===== src/rtl/blood_pkg.sv =====
// rtl/blood_pkg.sv - shared constants for the blood splatter sprite renderer
package blood_pkg;

  localparam int SPRITE_W    = 64;
  localparam int SPRITE_HALF = 32;

  localparam logic [11:0] TRANSPARENT = 12'h000;

  typedef logic [0:0] state_t;

  localparam state_t ST_IDLE = 1'b0;
  localparam state_t ST_SHOW = 1'b1;

endpackage


===== src/rtl/blood_origin_clamp.sv =====
// rtl/blood_origin_clamp.sv - keeps a 64-pixel sprite origin fully on screen along one axis
module blood_origin_clamp
  import blood_pkg::*;
#(
  parameter int M = 640
) (
  input  logic [9:0] i_c,
  output logic [9:0] o_origin
);

  localparam logic [10:0] HI_LIMIT = 11'(M - SPRITE_HALF);
  localparam logic [9:0]  HI_ORG   = 10'(M - SPRITE_W);

  // Centre near an edge pins the sprite to that edge, otherwise centre it
  always_comb begin
    if ({1'b0, i_c} < 11'(SPRITE_HALF)) begin
      o_origin = '0;
    end else if ({1'b0, i_c} > HI_LIMIT) begin
      o_origin = HI_ORG;
    end else begin
      o_origin = i_c - 10'(SPRITE_HALF);
    end
  end

endmodule


===== src/rtl/blood_sprite_render.sv =====
// rtl/blood_sprite_render.sv - timed 64x64 blood splatter overlay driven by an external ROM
module blood_sprite_render
  import blood_pkg::*;
#(
  parameter int H_MAX    = 640,
  parameter int V_MAX    = 480,
  parameter int DURATION = 30
) (
  input  logic        clk,
  input  logic        reset,
  input  logic        hit,
  input  logic [9:0]  hit_x,
  input  logic [9:0]  hit_y,
  input  logic [9:0]  x,
  input  logic [9:0]  y,
  input  logic        video_on,
  input  logic        frame_tick,
  output logic [5:0]  rom_row,
  output logic [5:0]  rom_col,
  input  logic [11:0] rom_color,
  output logic        blood_on,
  output logic [11:0] blood_rgb,
  output logic        busy
);

  localparam int          FW  = $clog2(DURATION + 1);
  localparam logic [FW-1:0] DUR = FW'(DURATION);

  state_t        r_state;
  logic [FW-1:0] r_fcnt;
  logic [9:0]    r_ox;
  logic [9:0]    r_oy;
  logic          r_inside_d;

  logic [9:0]    w_ox_next;
  logic [9:0]    w_oy_next;
  logic          w_in_x;
  logic          w_in_y;
  logic          w_inside;

  blood_origin_clamp #(.M(H_MAX)) u_clamp_x (
    .i_c      (hit_x),
    .o_origin (w_ox_next)
  );

  blood_origin_clamp #(.M(V_MAX)) u_clamp_y (
    .i_c      (hit_y),
    .o_origin (w_oy_next)
  );

  // Hit (re)arms the splatter and wins over a same-cycle frame tick
  always_ff @(posedge clk or posedge reset) begin
    if (reset) begin
      r_state <= ST_IDLE;
      r_fcnt  <= '0;
      r_ox    <= '0;
      r_oy    <= '0;
    end else if (hit) begin
      r_state <= ST_SHOW;
      r_fcnt  <= DUR;
      r_ox    <= w_ox_next;
      r_oy    <= w_oy_next;
    end else if (r_state == ST_SHOW && frame_tick) begin
      r_fcnt <= r_fcnt - FW'(1);
      if (r_fcnt == FW'(1)) begin
        r_state <= ST_IDLE;
      end
    end
  end

  // Window test in 11 bits so ox+64 never wraps at the screen edge
  always_comb begin
    w_in_x   = ({1'b0, x} >= {1'b0, r_ox}) && ({1'b0, x} < ({1'b0, r_ox} + 11'(SPRITE_W)));
    w_in_y   = ({1'b0, y} >= {1'b0, r_oy}) && ({1'b0, y} < ({1'b0, r_oy} + 11'(SPRITE_W)));
    w_inside = (r_state == ST_SHOW) && video_on && w_in_x && w_in_y;
    rom_row  = w_inside ? (y[5:0] - r_oy[5:0]) : 6'd0;
    rom_col  = w_inside ? (x[5:0] - r_ox[5:0]) : 6'd0;
  end

  // Delay the window flag to line up with the ROM read latency
  always_ff @(posedge clk or posedge reset) begin
    if (reset) begin
      r_inside_d <= 1'b0;
    end else begin
      r_inside_d <= w_inside;
    end
  end

  // Black texels are holes in the splatter
  always_comb begin
    blood_on  = r_inside_d && (rom_color != TRANSPARENT);
    blood_rgb = blood_on ? rom_color : TRANSPARENT;
    busy      = (r_state == ST_SHOW);
  end

endmodule


===== config.mk =====
export PLATFORM = sky130hd
export DESIGN_NAME = blood_sprite_render
export DESIGN_NICKNAME = d
export VERILOG_FILES = /design/src/rtl/blood_pkg.sv /design/src/rtl/blood_origin_clamp.sv /design/src/rtl/blood_sprite_render.sv
export SDC_FILE = /design/constraint.sdc
export NUM_CORES = 1
export LEC_CHECK = 0
export CORE_UTILIZATION = 35
export DETAILED_ROUTE_END_ITERATION = 12
export HOLD_SLACK_MARGIN = 0.08
export MAX_ROUTING_LAYER = met4
export PLACE_DENSITY = 0.61
export SETUP_SLACK_MARGIN = 0.02
export SLEW_MARGIN = 15
export SYNTH_ARGS = -nofsm -noshare
export SYNTH_HDL_FRONTEND = slang
export SYNTH_SLANG_ARGS = --single-unit

===== constraint.sdc =====
create_clock -name clk -period 4.49 [get_ports clk]
set_input_delay 0.898 -clock clk [delete_from_list [all_inputs] [get_ports clk]]
set_output_delay 0.898 -clock clk [all_outputs]
set_load 0.05 [all_outputs]

==> results.toml <==
[logic_synthesis]
synth_edf_count = 0
yosysSeqAreaShare = 0.275
syn_inst = 278
synth-seq-cells = 27
ys.flop_type = "dfrtp_1"
synthArstFlopShare = 1.00
yosysUniqueCellTypes = 49
yosysTopAreaCellShare = 0.275
yosysWarnings = 0
synth.cell_area_um2 = 2460
yosys-top-cells-area = "dfrtp_1 (27%), ha_1 (17%), inv_1 (5.6%)"
yosysTopAreaCell = "dfrtp_1"
syn_avg_cell_area_um2 = 8.84
syn_nets = 371

[die]
ios = 83
rows = 30
chipWidth_um = 85.8
coreArea_um2 = 6790
die_area_um2 = 7360
initial_core_util = 0.362
dieHeight_um = 85.8

[critical_path]
r2r-end = "r_inside_d"
critical_path_class = "input port to output pin"
crit_path_cell_trace = "clkdlybuf4s50_1 > ha_1 > a21o_1 > a211o_1 > o2111a_1 > a221o_1 > buf_12 > a2111oi_4 > buf_12"
slowest_stage = "clkdlybuf4s50_1"
startpoint_type = "input port"
crit_path_frequent_cell = "buf_12"
path_buf_inv = 3
r2r_setup_slack_ns = 2.39
critPathTopFamily = "compound AO/OA/AOI/OAI gates"
worstPathMaxFanout = 13
reg2reg_depth = 9
r2r-start = "r_ox[6]"
cpPeakStageDelay_ns = 0.40
crit_arrival_ns = 3.36
critPathCaptureType = "output pin"
cp.required_ns = 3.59

[timing]
skew_ns = 0.0148
slew_viol_final = 0
finalSetupTns_ns = 0
setup_viol = 0
min_period_ns = 4.26
rsz0062_at_grt = "false"
hold_viol = 0
tightest_slew_ns = 1.03
fmax_mhz = 235
fin_crit_sh = 0.949
max-slew-margin-rel = 0.310

[place]
port_buffers = 82
dp_cells = 455
placed_cell_area_um2 = 3550
dpl.hpwl_um = 5330
gp_congestion = 0.839

[worst_hold_path]
hold_end = "r_ox[4]"
hp-class = "register to register"
worstHoldStart = "r_ox[4]"
worstHoldPathCells = 1

[global_route]
grt_max_degree = 28
overflow = 0
grtUsageTotal = 0.188
grt_pass1_vias = 2266
antenna_found_initial = 0
grt_pass1_wl_um = 10600

[clock_network]
cts_hold_buf = 0
tritoncts = "yes"
cts_max_level = 1
ctsRootBufferMaster = "clkbuf_8"
clk_path_buf_depth = 2
numCtsBuffers = 3
cts_num_sinks = 27
cts.clk_slew.worst_paths_ns = 0.09
clock_insertion_delay_worst_skew_ns = 0.29

[drt]
drc = 0
dr.pass1.iters = 4
detail-route-antenna-nets = 0
viasPerCell = 5.10
wl_per_cell_um = 14.1
drt_iter0_markers = 78
wirelength_um = 6460
num_vias = 2341

[outcome]
status = "finished clean"

[cells_and_area]
nNetsFinal = 457
diodes = 0
area_growth_pct = 46.8
layout-drive-gt1-share = 0.0771
fin_cells = 459
final_core_utilization = 0.531
fin_area_um2 = 3610

[pwr]
p_total_mw = 0.783
leakagePower_nw = 1.53
peakVddDrop_mv = 0.171
pwr_density_cell_nw_per_um2 = 217

[flow_run]
cap_violations = 0
-- report_power, final --
group          switching [mW]  internal, mW  total (mW)
Combinational           0.183         0.171       0.354
Clock                  0.0881        0.0633       0.151
Sequential             0.0149         0.262       0.277
-- state kept, by name, indices dropped and copies added, names as in the netlist --
name / count
busy: 1
r_ox: 10
r_inside_d: 1
r_oy: 10
r_fcnt: 5
-- stage by stage --
step	hold WS [ns]	worst slack [ns]
floorplan	0.479	0.0868
global placement	0.496	0.155
detailed placement	0.500	0.0919
CTS	0.522	0.0904
global route	0.536	0.119
finish	0.520	0.228
-- cells in the mapped netlist (all sizes together), types with 2 or more instances --
| master | number |
|---|---|
| nor3 | 16 |
| o31ai | 2 |
| and4 | 2 |
| o21a | 3 |
| o21ai | 13 |
| o211ai | 3 |
| ha | 34 |
| o31a | 2 |
| clkbuf | 3 |
| nand2 | 12 |
| a21o | 10 |
| inv | 37 |
| fa | 2 |
| o41ai | 2 |
| nor4 | 6 |
| buf | 2 |
| dfrtp | 27 |
| and2 | 12 |
| xor2 | 2 |
| nand3 | 12 |
| nor2b | 2 |
| a21oi | 11 |
| o22ai | 6 |
| nor4b | 2 |
| nor2 | 11 |
| a22o | 10 |
| xnor2 | 13 |
| a211oi | 4 |
-- cell usage in the layout, fill, tap and decap left out, drive strengths merged, types with 2 or more instances in the layout --
cell type,n
clkdlybuf4s50,70
inv,36
ha,34
dfrtp,27
nor3,16
buf,16
o21ai,13
xnor2,13
nand2,12
nand3,12
and2,12
nor2,11
a21oi,11
a22o,10
a21o,10
o22ai,6
nor4,6
a211oi,4
o211ai,3
o21a,3
clkbuf,3
o31ai,2
nor2b,2
xor2,2
o31a,2
and4,2
fa,2
o41ai,2
nor4b,2
-- layout make-up --
class                   count  area, µm²
well taps                  96        120
clock inverters             1       7.51
multi-input cells         209       1640
clock buffers               3       41.3
repair buffers             86        983
fillers                   646       3190
inverters                  37        139
flip-flops and latches     27        676
-- how the worst max path moves through the flow --
stage	start	to	slack (ns)	depth (start not counted)
final	x[4]	rom_row[3]	0.23	9
after global routing	x[0]	rom_row[3]	0.12	12
after CTS	x[4]	rom_row[3]	0.09	9
after detailed placement	x[4]	rom_row[3]	0.09	9
after global placement	x[4]	rom_row[3]	0.16	9
after floorplan	x[4]	rom_col[2]	0.09	7
-- layer usage --
| metal | wire length, µm | vias up | part of all wire | global-route usage |
|---|---|---|---|---|
| li1 | - | 1180 | - | - |
| met1 | 2960 | 1079 | 0.46 | 0.233 |
| met2 | 3050 | 73 | 0.47 | 0.320 |
| met3 | 371 | 9 | 0.057 | 0.0337 |
| met4 | 76 | 0 | 0.012 | 0.0394 |
| met5 | 0 | - | 0 | - |
-- kinds of logic after synthesis --
logic type | count (synthesis) | share of synthesized area
compound gates | 75 | 0.223
buf+inv | 42 | 0.0677
flops | 27 | 0.275
xor+xnor | 15 | 0.0534
simple gates | 83 | 0.192
fa+ha+maj | 36 | 0.189
-- repair_timing --
item                                    in CTS  in global routing
endpoints found under the setup margin       0                  1
buffers inserted                             0                  0
gates resized for setup                      0                  1
Note: power is estimated with default switching activity, not from simulation.
